`src/rtl/squash_sequencer.sv`:
```
// Squash sequencer: picks the oldest pending squash relative to the commit head,
// holds it across front-end stalls, and drops stale younger squashes after a redirect.
module squash_sequencer #(
    parameter int p_num_arb      = 4,
    parameter int p_seq_num_bits = 5,
    parameter int p_drain_cycles = 3
) (
    input  logic                                  clk,
    input  logic                                  rst,
    input  logic [p_num_arb-1:0]                  arb_val,
    input  logic [p_num_arb*p_seq_num_bits-1:0]   arb_seq_num,
    input  logic [p_num_arb*32-1:0]               arb_target,
    input  logic                                  fe_stall,
    input  logic                                  commit_val,
    input  logic [p_seq_num_bits-1:0]             commit_seq_num,
    output logic                                  gnt_val,
    output logic [p_seq_num_bits-1:0]             gnt_seq_num,
    output logic [31:0]                           gnt_target,
    output logic                                  busy
);
    localparam int B = p_seq_num_bits;

    typedef enum logic [1:0] {S_IDLE, S_HOLD, S_DRAIN} state_t;

    state_t         r_state, w_state_nxt;
    logic [B-1:0]   r_head, r_last_seq, r_p_seq, r_gnt_seq;
    logic [31:0]    r_p_tgt, r_gnt_tgt;
    logic           r_p_val, r_gnt_val;
    logic [3:0]     r_cnt;

    logic           w_c_val, w_m_val;
    logic [B-1:0]   w_c_seq, w_m_seq;
    logic [31:0]    w_c_tgt, w_m_tgt;

    // Distance from the head; B-bit truncation performs the modulo.
    function automatic logic [B-1:0] age(input logic [B-1:0] seq, input logic [B-1:0] head);
        return seq - head;
    endfunction

    // Oldest surviving requester; strict compare keeps the lowest index on ties.
    always_comb begin
        w_c_val = 1'b0;
        w_c_seq = '0;
        w_c_tgt = '0;
        for (int i = 0; i < p_num_arb; i++) begin
            if (arb_val[i]
                && !(r_state == S_DRAIN &&
                     age(arb_seq_num[i*B +: B], r_head) >= age(r_last_seq, r_head))
                && (!w_c_val || age(arb_seq_num[i*B +: B], r_head) < age(w_c_seq, r_head))) begin
                w_c_val = 1'b1;
                w_c_seq = arb_seq_num[i*B +: B];
                w_c_tgt = arb_target[i*32 +: 32];
            end
        end
    end

    always_comb begin
        w_m_val = r_p_val | w_c_val;
        w_m_seq = w_c_seq;
        w_m_tgt = w_c_tgt;
        if (r_p_val && (!w_c_val || age(r_p_seq, r_head) <= age(w_c_seq, r_head))) begin
            w_m_seq = r_p_seq;
            w_m_tgt = r_p_tgt;
        end
    end

    always_comb begin
        w_state_nxt = r_state;
        if (w_m_val) begin
            w_state_nxt = fe_stall ? S_HOLD : S_DRAIN;
        end else if (r_state == S_DRAIN && r_cnt == 4'd1) begin
            w_state_nxt = S_IDLE;
        end
    end

    always_ff @(posedge clk) begin
        if (rst) begin
            r_state <= S_IDLE;
        end else begin
            r_state <= w_state_nxt;
        end
    end

    always_ff @(posedge clk) begin
        if (rst) begin
            r_gnt_val  <= 1'b0;
            r_gnt_seq  <= '0;
            r_gnt_tgt  <= '0;
            r_head     <= '0;
            r_p_val    <= 1'b0;
            r_cnt      <= '0;
            r_last_seq <= '0;
        end else begin
            r_gnt_val <= 1'b0;
            if (commit_val) begin
                r_head <= commit_seq_num + 1'b1;
            end
            if (w_m_val) begin
                if (!fe_stall) begin
                    r_gnt_val  <= 1'b1;
                    r_gnt_seq  <= w_m_seq;
                    r_gnt_tgt  <= w_m_tgt;
                    r_p_val    <= 1'b0;
                    r_last_seq <= w_m_seq;
                    r_cnt      <= 4'(p_drain_cycles);
                end else begin
                    r_p_val <= 1'b1;
                end
            end else if (r_state == S_DRAIN && r_cnt != 4'd0) begin
                r_cnt <= r_cnt - 1'b1;
            end
        end
    end

    // Held squash payload; only meaningful while r_p_val is set.
    always_ff @(posedge clk) begin
        if (w_m_val && fe_stall) begin
            r_p_seq <= w_m_seq;
            r_p_tgt <= w_m_tgt;
        end
    end

    assign gnt_val     = r_gnt_val;
    assign gnt_seq_num = r_gnt_seq;
    assign gnt_target  = r_gnt_tgt;
    assign busy        = (r_state != S_IDLE);

endmodule

```
`config.mk`:
```
export PLATFORM = sky130hd
export DESIGN_NAME = squash_sequencer
export DESIGN_NICKNAME = d
export VERILOG_FILES = /design/src/rtl/squash_sequencer.sv
export SDC_FILE = /design/constraint.sdc
export NUM_CORES = 1
export LEC_CHECK = 0
export CORE_MARGIN = 8
export CORE_UTILIZATION = 52
export CTS_BUF_LIST = sky130_fd_sc_hd__clkbuf_16
export DETAILED_ROUTE_END_ITERATION = 10
export GPL_TIMING_DRIVEN = 0
export PLACE_DENSITY_LB_ADDON = 0.3
export SLEW_MARGIN = 20
export SYNTH_ARGS = -nofsm -noshare
export SYNTH_HDL_FRONTEND = slang
export SYNTH_SLANG_ARGS = --single-unit
```
`constraint.sdc`:
```
create_clock -name clk -period 32 [get_ports clk]
set_input_delay 3.2 -clock clk [delete_from_list [all_inputs] [get_ports clk]]
set_output_delay 3.2 -clock clk [all_outputs]
set_load 0.01 [all_outputs]
```
# Word level (Yosys, flattened, before mapping)
# Index checks and enable logic that the tools add are counted.
# W data, S select, Z words.
dict set report word_totals {
  register_bits 87
  output_inout_bits 39
}
dict set report op_classes {
  order_cmp 8
  add_sub_neg 12
  reduce_logical 34
  muxes 22
  eq_ne 3
  n_bitwise 3
}
# operator n
set ops {}
lappend ops {{$mux W32} 5}
lappend ops {{$sub A5 B5 Y5} 10}
lappend ops {{$mux W5} 5}
lappend ops {{$ge A5 B5 Y1} 4}
lappend ops {{$logic_and A1 B1 Y1} 15}
lappend ops {{$lt A5 B5 Y1} 3}
lappend ops {{$mux W4} 3}
lappend ops {{$logic_not A1 Y1} 8}
lappend ops {{$mux W1} 6}
lappend ops {{$mux W2} 3}
lappend ops {{$reduce_bool A2 Y1} 3}
lappend ops {{$add A5 B1 Y5 const B} 1}
lappend ops {{$le A5 B5 Y1} 1}
lappend ops {{$eq A4 B1 Y1 const B} 1}
lappend ops {{$logic_or A1 B1 Y1} 4}
lappend ops {{$reduce_and A2 Y1} 2}
lappend ops {{$reduce_bool A4 Y1} 1}
lappend ops {{$sub A4 B1 Y4 const B} 1}
lappend ops {{$eq A2 B2 Y1 const B} 1}
lappend ops {{$ne A2 B2 Y1 const B} 1}
lappend ops {{$not A1 Y1} 2}
lappend ops {{$reduce_or A2 Y1} 1}
lappend ops {{$or A1 B1 Y1} 1}

# Logic depth before layout (Yosys ltp)
dict set report logic_depth {
  word_depth 26
  depth_mapped 72
}

# Worst setup path after synthesis
# No wires, ideal clock.
dict set report synth_path {
  kind {input -> register}
  from {in arb_seq_num[0]}
  to {reg r_p_seq[0] (data pin)}
  arrival_ps 14491
  path_stages 69
  required_ps 31745
  setup_slack_ps 17255
  setup_ps 255
  path_cell_list {inv_1 -> ha_1 -> inv_1 -> fa_1 -> a21o_1 -> a21oi_1 -> xnor2_1 -> ha_1 -> a21oi_1 -> o21ai_2 -> a41oi_4 -> nand2_1 -> ha_1 -> inv_1 -> fa_1 -> a21o_1 -> a21oi_1 -> xnor2_1 -> [33 not listed] -> buf_2 -> buf_2 -> nor2_1 -> a21oi_1 -> ha_1 -> inv_1 -> fa_1 -> a21o_1 -> a21oi_1 -> xor2_1 -> xnor2_1 -> ha_1 -> mux2i_1 -> a21oi_1 -> o22ai_2 -> clkbuf_1 -> nand2_1 -> and2_1}
}
dict set report synth_between {
  elab_chain_cells 26
}
# item line_no
set synth_lines {}
lappend synth_lines {{start: declaration} 11} ;# input logic [p_num_arb*p_seq_num_bits-1:0] arb_seq_num,
lappend synth_lines {{$sub A5 B5 Y5} --}
lappend synth_lines {{$ge A5 B5 Y1} 48} ;# age(arb_seq_num[i*B +: B], r_head) >= age(r_last_seq, r_head))
lappend synth_lines {{$logic_and A1 B1 Y1} 47} ;# && !(r_state == S_DRAIN &&
lappend synth_lines {{$logic_not A1 Y1} 47}
lappend synth_lines {{$logic_and A1 B1 Y1} 47}
lappend synth_lines {{$mux W5} 46} ;# if (arb_val[i]
lappend synth_lines {{$sub A5 B5 Y5} 37} ;# return seq - head;
lappend synth_lines {{$lt A5 B5 Y1} 49} ;# && (!w_c_val || age(arb_seq_num[i*B +: B], r_head) < age(w_c_seq, r_head))) begin
lappend synth_lines {{[11 not listed]} --}
lappend synth_lines {{$logic_and A1 B1 Y1} 49}
lappend synth_lines {{$mux W5} 46}
lappend synth_lines {{$sub A5 B5 Y5} 37}
lappend synth_lines {{$le A5 B5 Y1} 61} ;# if (r_p_val && (!w_c_val || age(r_p_seq, r_head) <= age(w_c_seq, r_head))) begin
lappend synth_lines {{$logic_or A1 B1 Y1} 61}
lappend synth_lines {{$logic_and A1 B1 Y1} 61}
lappend synth_lines {{$mux W5 *} 61}
lappend synth_lines {{named net w_m_seq[0]} 32} ;# logic [B-1:0] w_c_seq, w_m_seq;
lappend synth_lines {{end signal: assignment} 118} ;# r_p_seq <= w_m_seq;
lappend synth_lines {{end: declaration} 26} ;# logic [B-1:0] r_head, r_last_seq, r_p_seq, r_gnt_seq;
# Mark *: on every way through the listed nets, which the timed path passes. The rest lies on a longest branch.
# A chain may end at the register's enable or synchronous reset.

# Worst setup path in the final report
# Ends and elaborated chain as after synthesis.

==> results.md <==
- Status: finished, final reports clean
- Routed WL: 22.62 mm
- Initial antenna violation count: 0
- Yosys warning count: 0
- Placed instance count: 1,061
- Element type at the critical path start: input port
- Layout cells sized above 1: 5.746%
- Commonest non-fill, non-tap cell in the layout: clkdlybuf4s50_1
- I/O Buffers: 198
- Hold Crit Start: gnt_target[31]
- P per Cell Area: 116.4 mW/mm2
- Non-Filler Instances: 1,077
- Top_reg_cell synth: dfxtp_1
- Setup Fix Bufs, Post-CTS: 0
- Worst-path fanout max: 10
- Max Cap Viol: 0
- Async SR Flop Fraction: 0%
- Synth Cell Area: 0.006763 mm2
- WS Path Type: in -> reg
- Fmax: 58.22 MHz
- Clock tree buffer depth: 2
- Setup crit end kind: flop
- Site Rows: 41
- Top cell type's share of synthesized area: 16.43%
- Slew Viols, Final: 0
- VDD IR max: 82.56 uV
- Period Utilization, post-route: 53.68%
- Synth top area cells: edfxtp_1 16%, dfxtp_1 15%, ha_1 15%
- R2R cell count: 67
- Via Count: 6,591
- Setup TNS: 0 ps
- Total track usage: 26.32%
- Number of enable flip-flop cells after synthesis: 37
- Worst Hold Depth: 1
- Gpl congestion: 0.9160
- Final ANT Viol Nets: 0
- ANT cells: 0
- Yosys cell types: 57
- Worst EP arrival: 17,270 ps
- Total gr overflow: 0
- Die H: 130.0 um
- Biggest cell delay along the critical path: 620 ps
- Xor/xnor share of the synthesized area: 5.698%
- PostCTS Resize Cnt: 0
- Synth Instances: 690
- Synth area leader: edfxtp_1
- Hold crit path type: reg -> reg
- Die footprint: 0.01691 mm2
- DP Wirelength: 17.99 mm
- Commonest non-fill, non-tap cells in the layout: 198 x clkdlybuf4s50_1, 80 x ha_1, 62 x a21o_1
- CTS Sinks: 87
- Min Tclk post-route: 17,180 ps
- WHS Endpoint: gnt_target[31]
- Slew margin rel.: 39.90%
- Post-synthesis simple-gate area fraction: 7.382%
- Leak: 3.842 nW
- WL/cell: 21.00 um
- Initial cell density of the core: 53.37%
- Area Growth Syn to Fin: 37.04%
- H-tree level count: 3
- Final hold viol count: 0
- RSZ-0062 raised after global routing: no
- Post-Synthesis Mean Instance Area: 9.801 um2
- Core area: 0.01267 mm2
- CP max-delay cell: a21oi_2
- CTS clk-pin slew, worst paths: 70 ps
- Clk root buf: clkbuf_16
- Worst reg2reg path endpoint: r_p_seq[0]
- CP Buf/Inv Count: 13
- WP data required: 32,090 ps
- Largest net degree at the start of global routing: 21
- DRT iter0 DRCs: 507
- Nets@finish: 1,151
- Synth Area in Adders: 17.76%
- CTS tree: built
- Global-route wire length before repair: 35.16 mm
- Main combinational cell family by area after synthesis: compound AO/OA/AOI/OAI gates
- Vias in the first global route: 7,236
- Post-DR vias/cell: 6.120
- Clock Latency Late Sink: 340 ps
- Clock Skew: 12.85 ps
- FF-to-FF Start: r_head[1]
- Worst path top cell family by delay: compound AO/OA/AOI/OAI gates
- R2r setup slk: 17,050 ps
- Multiplexer share of the synthesized area: 0.6660%
- 1st-pass router iterations: 5
- Synth Area in Compound Gates: 32.30%
- # setup viols final: 0
- I/O pin count: 200
- Yosys reg bits: 87
- Measured slew at the worst slew-check pin: 900.6 ps
- CTS Buf Count: 9
- DRC: 0
- FILL cells: 946
- Post-synthesis sequential area ratio: 31.23%
- Syn Nets: 941
- Hold-fix buffers, CTS: 0
- Die Wd: 130.0 um
sequential cells by signal, indices dropped and copies added, names as in the netlist, 2 cells and up:
register	cells
r_state	2
gnt_target	32
r_cnt	4
r_head	5
r_p_seq	5
r_p_tgt	32
gnt_seq_num	5
synth_stat cells, types with 2 or more instances:
library cell,n
nor3_1,37
a22o_1,36
a211oi_2,3
nand3b_1,2
nor4_1,3
a211oi_1,39
o21ai_0,11
o21a_1,5
a21o_1,62
a31oi_1,4
xnor2_1,26
mux2i_1,3
buf_6,2
edfxtp_1,37
a22oi_1,36
nor2b_1,2
buf_1,4
ha_1,80
a21oi_1,38
clkbuf_1,22
nand4_1,2
dfxtp_1,50
nand2b_1,6
nand3_1,3
fa_1,10
nor2_1,16
nand2_1,14
inv_1,36
buf_2,16
xor2_1,18
o21ai_1,3
and2_1,4
o22a_1,36
per-layer routing:
layer  vias to the layer above  global-route usage, %  share of wire [%]
li1                       3080                      -                  -
met1                      3186                  29.20                 39
met2                       279                  46.74                 50
met3                        46                  6.691                7.5
met4                         0                  11.34                2.8
met5                         -                      0                  0
worst reg2reg max path, delay by kind of cell (launching register included):
| kind | cells | cell delay (ps) |
|---|---|---|
| AND/OR/NAND/NOR | 5 | 720 |
| buffers and inverters | 11 | 2340 |
| flip-flops | 1 | 490 |
| XOR/XNOR | 9 | 1520 |
| multiplexers | 2 | 530 |
| adder cells (fa/ha/maj) | 14 | 4410 |
| AO/OA/AOI/OAI | 26 | 4690 |
worst max path at each step:
stage / from / to / slack [ps] / cells past startpoint
finish: arb_seq_num[0] / r_p_seq[0] / 14820 / 70
global route: arb_seq_num[0] / gnt_seq_num[3] / 13900 / 71
CTS: arb_seq_num[0] / r_p_seq[0] / 14950 / 70
detailed placement: arb_seq_num[0] / r_p_seq[0] / 14680 / 70
global placement: arb_seq_num[0] / r_p_seq[0] / 14940 / 70
floorplan: arb_seq_num[0] / r_p_seq[0] / 17250 / 69
area by class of cell:
cell class	instances	area [um2]	share of cell area (%)
buffer	44	200.2	2.160
tap	172	215.2	2.322
timing repair buffer	199	2009	21.68
clock buffer	9	225.2	2.430
inverter	36	135.1	1.458
multi-input combinational	523	4315	46.56
sequential	87	2112	22.79
clock inverter	7	55.05	0.5940
report_power, final:
group | internal (mW) | total [mW] | switching (mW)
logic | 0.345 | 0.770 | 0.425
clock network | 0.0533 | 0.0991 | 0.0458
registers | 0.189 | 0.209 | 0.0198
total | 0.588 | 1.08 | 0.490
through the flow:
step                worst slack, ps  util, %  hold slack, ps  total power, mW  cell area [um2]
floorplan                     17250        -           455.4           0.7545             6763
global placement              14940    70.71           459.7           0.9288             8960
detailed placement            14680    70.93           466.3           0.9657             8987
CTS                           14950    73.14           482.4            1.069             9268
global route                  13900    73.14           500.2            1.158             9268
finish                        14820    73.14           479.0            1.078             9268
cell families after synthesis:
family | count (synthesis)
adder cells (fa/ha/maj) | 90
buffers and inverters | 80
AO/OA/AOI/OAI | 288
flip-flops | 87
AND/OR/NAND/NOR | 97
multiplexers | 4
XOR/XNOR | 44
Note: power is estimated with default switching activity, not from simulation.
==> RTL edit 1 (same flow settings) <==
`p_num_arb`: 4 -> 5.
--- a/src/rtl/squash_sequencer.sv
+++ b/src/rtl/squash_sequencer.sv
@@ -1,7 +1,7 @@
 // Squash sequencer: picks the oldest pending squash relative to the commit head,
 // holds it across front-end stalls, and drops stale younger squashes after a redirect.
 module squash_sequencer #(
-    parameter int p_num_arb      = 4,
+    parameter int p_num_arb      = 5,
     parameter int p_seq_num_bits = 5,
     parameter int p_drain_cycles = 3
 ) (
Interface: changed (resized arb_seq_num, arb_target and arb_val); port bits go from 200 to 238. No check against the original RTL was run, so the function may have changed too.
==> RTL edit 1 against the original RTL <==
Sequential cell count did not move. Hold slack improved by 17 ps. Routed wire length rose by 24%. Die area rose by 16%. Worst setup slack got worse by 2900 ps. Power rose by 39%. Cell area rose by 18%. Synthesized area rose by 18%. Largest power group unchanged. Highest routed layer unchanged.
==> RTL edit 1: results (changes against the original RTL) <==
- Status: finished, final reports clean (unchanged)
- Sequential area share after synthesis: 26.4% (was 31.2%)
- Commonest cells post-synth: nand2_1, ha_1, nor2_1 (was ha_1, a21o_1, dfxtp_1)
- Routed met1 length: 11,400 um (was 8930 um)
- Largest net degree at the start of global routing: 23 (was 21)
- Combinational cell power: 1.16 mW (was 770 uW)
- Netlist cell types: 58 (was 57)
- Mean area per synthesized cell: 8.75 um2 (was 9.80 um2)
- Setup Skew: 6.12 ps (was 12.8 ps)
- Max IR drop VDD: 74.0 uV (was 82.6 uV)
- XOR/XNOR Fraction of Synth Area: 5.59% (was 5.70%)
- Seq pwr share: 15.2% (was 19.4%)
- Leak pwr: 4.40 nW (was 3.84 nW)
- Worst Path Arrival: 20,320 ps (was 17,270 ps)
- Synthesized Nets: 1,222 (was 941)
- M2 GR Usage: 46.5% (was 46.7%)
- Port bufs: 236 (was 198)
- Vias per inst: 6.07 (was 6.12)
- Met1 usage in global routing: 33.1% (was 29.2%)
- Total GRT Usage: 27.9% (was 26.3%)
- Compound-Gate Fraction of Synth Area: 26.9% (was 32.3%)
- Wire length per cell: 20.8 um (was 21.0 um)
- Adder-cell share of the synthesized area: 18.4% (was 17.8%)
- Post-placement cell count: 1,338 (was 1,061)
- Met3 Usage GRT: 7.95% (was 6.69%)
- Sw power: 741 uW (was 490 uW)
- Placer Congestion: 0.902 (was 0.916)
- Pre-CTS WS: 11,700 ps (was 14,680 ps)
- First-pass GRT wire length: 43,400 um (was 35,200 um)
- Fill cell total of the finished layout: 1,184 (was 946)
- Met2 WL: 13,300 um (was 11,400 um)
- Final Core Density: 72.6% (was 73.1%)
- Worst rel slew slack: 34.0% (was 39.9%)
- Vias in the first global route: 8,279 (was 7,236)
- Layout Nets: 1,470 (was 1,151)
- Final Non-Filler Cells: 1,354 (was 1,077)
## RTL edit 1: worst paths after layout
kind	end	cells past startpoint	startpoint	slack [ps]
max	gnt_target[0]$_SDFFE_PP0P_	83	arb_seq_num[0]	11930
max reg2reg	gnt_target[0]$_SDFFE_PP0P_	80	r_head[1]$_SDFFE_PP0P_	13450
min reg2reg	gnt_target[21]$_SDFFE_PP0P_	2	gnt_target[21]$_SDFFE_PP0P_	500
min	gnt_target[21]$_SDFFE_PP0P_	2	gnt_target[21]$_SDFFE_PP0P_	500
## RTL edit 1: tightest hold or removal path, delay by kind of cell, from the launching register on
family             cells  cell delay (ps)
AOI/OAI and AO/OA      1               50
DFF                    1              310
and+or+nand+nor        1               90
## RTL edit 1: cell type report
cell class | instances | share of cell area, %
clock buffers | 10 | 2.29
plain buffers | 58 | 2.53
multi-input cells | 729 | 49.9
repair buffers | 237 | 21.8
flip-flops and latches | 87 | 19.3
inverters | 39 | 1.34
clock inverters | 6 | 0.686
well taps | 188 | 2.15
==> RTL edit 2 (same settings) <==
Without the edit above. Make the reset (`rst`) asynchronous in 2 clocked blocks.
--- a/src/rtl/squash_sequencer.sv
+++ b/src/rtl/squash_sequencer.sv
@@ -73,7 +73,7 @@
         end
     end
 
-    always_ff @(posedge clk) begin
+    always_ff @(posedge clk or posedge rst) begin
         if (rst) begin
             r_state <= S_IDLE;
         end else begin
@@ -81,7 +81,7 @@
         end
     end
 
-    always_ff @(posedge clk) begin
+    always_ff @(posedge clk or posedge rst) begin
         if (rst) begin
             r_gnt_val  <= 1'b0;
             r_gnt_seq  <= '0;
Check against the original RTL: not equivalent (a bounded check fails within 4 cycles, from zero or initial values and one cycle with rst high; the reset may be asserted at any time).
==> RTL edit 2 against the original RTL <==
Utilization decreased by 1.9 points. Critical path type unchanged. Global-route usage down 0.16 points. Synthesized area rose by 8.4%. Register-to-register slack improved by 370 ps. Sequential cell count unchanged. Die area grew 7.4%. Critical path depth down 3. Worst setup slack gained 480 ps. Routed wire length is 4.8% higher. Non-clock buffer count increased by 2. Cell area is 6.3% higher.
Power is not shown: default switching activity piles up to over one toggle a cycle in this logic, so the estimate is an artifact.
==> RTL edit 2: results (changes against the original RTL) <==
- Status: finished, final reports clean (unchanged)
- Worst rel slew slack: 35.9% (was 39.9%)
- Initial antenna violation count: 0 (unchanged)
- Met1 usage in global routing: 30.6% (was 29.2%)
- Port bufs: 198 (unchanged)
- DRT iter0 DRCs: 546 (was 507)
- Vias in the first global route: 7,343 (was 7,236)
- Syn. warnings: 0 (unchanged)
- Top_reg_cell synth: dfrtp_1 (was dfxtp_1)
- CP max stage delay: 710 ps (was 620 ps)
- Layout cell share with drive strength beyond 1: 7.21% (was 5.75%)
- Post-synth ARST share: 57.5% (was 0%)
- Layout Nets: 1,231 (was 1,151)
- ANT cells: 0 (unchanged)
- Setup Skew: 9.76 ps (was 12.8 ps)
- Synthesized Nets: 1,021 (was 941)
- FF-to-FF setup slack: 17,420 ps (was 17,050 ps)
- Post-synth EDFFs: 37 (unchanged)
- Placer Congestion: 0.891 (was 0.916)
- CP max FO: 10 (unchanged)
- H-tree levels: 3 (unchanged)
- Post_cts resized: 0 (unchanged)
- Root Driver: clkbuf_16 (unchanged)
- CTS buffer count: 9 (unchanged)
- Synth area leaders: dfrtp_1, edfxtp_1, ha_1, a31oi_1, a22o_1 (was edfxtp_1, dfxtp_1, ha_1, a21o_1, a22o_1)
- Hpwl dp: 18,600 um (was 18,000 um)
- Commonest cells post-synth: ha_1, a31oi_1, nand2_1 (was ha_1, a21o_1, dfxtp_1)
- Critical Path RT: 32,080 ps (was 32,090 ps)
- Largest net degree at the start of global routing: 51 (was 21)
- Fill cell total of the finished layout: 1,083 (was 946)
- Total GRT Usage: 26.2% (was 26.3%)
- Sequential area share after synthesis: 32.2% (was 31.2%)
- Met3 Usage GRT: 7.17% (was 6.69%)
- M2 GR Usage: 44.4% (was 46.7%)
- First-pass GRT wire length: 37,700 um (was 35,200 um)
- Netlist cell types: 58 (was 57)
- Drt total wl: 23,700 um (was 22,600 um)
- First drt pass iteration count: 5 (unchanged)
- DR vias: 7,100 (was 6,591)
RTL edit 2: cell type report:
cell class | instances | area, um2 | share of cell area (%)
sequential | 87 | 2360 | 24.0
clock buffer | 9 | 225 | 2.29
clock inverter | 7 | 41.3 | 0.419
tap | 180 | 225 | 2.29
inverter | 38 | 145 | 1.47
buffer | 46 | 283 | 2.87
timing repair buffer | 199 | 2010 | 20.4
multi-input combinational | 599 | 4560 | 46.3
RTL edit 2: stage by stage:
stage	hold WS (ps)	area (um2)	cells	worst slack, ps	util [%]
after floorplan	490	7330	770	17880	-
after detailed placement	524	9580	1149	15230	69.3
after global routing	550	9850	1165	14440	71.2
after CTS	539	9850	1165	15530	71.2
final	530	9850	1165	15300	71.2
after global placement	512	9540	1148	15540	69.0
RTL edit 2: per-layer routing:
| metal | vias up | wire, um |
|---|---|---|
| li1 | 3362 | - |
| met4 | 0 | 740 |
| met2 | 294 | 11600 |
| met3 | 48 | 1870 |
| met1 | 3396 | 9450 |
| met5 | - | 0 |
RTL edit 2: cell families after synthesis:
family | share of synthesized area, %
buffers and inverters | 5.80
AND/OR/NAND/NOR | 10.9
XOR/XNOR | 5.26
AO/OA/AOI/OAI | 28.6
flip-flops | 32.2
multiplexers | 0.785
adder cells (fa/ha/maj) | 16.4
RTL edit 2: worst max-delay path, delay by kind of cell:
family | cells | cell delay (ps)
AO/OA/AOI/OAI | 29 | 5570
multiplexers | 1 | 120
adder cells (fa/ha/maj) | 14 | 4000
AND/OR/NAND/NOR | 4 | 640
XOR/XNOR | 8 | 1390
buffers and inverters | 11 | 1840
RTL edit 2: worst paths after layout:
path                                             from                          to  cells past startpoint
worst min register to register  r_head[3]$_DFFE_PP0P_       r_head[3]$_DFFE_PP0P_                      2
worst min-delay path            r_head[3]$_DFFE_PP0P_       r_head[3]$_DFFE_PP0P_                      2
worst max register to register  r_head[1]$_DFFE_PP0P_        r_p_seq[4]$_DFFE_PP_                     64
worst max-delay path                   arb_seq_num[0]        r_p_seq[4]$_DFFE_PP_                     67
max in group asynchronous                         rst   gnt_target[1]$_DFFE_PP0P_                      2
min in group asynchronous                         rst  gnt_target[17]$_DFFE_PP0P_                      2
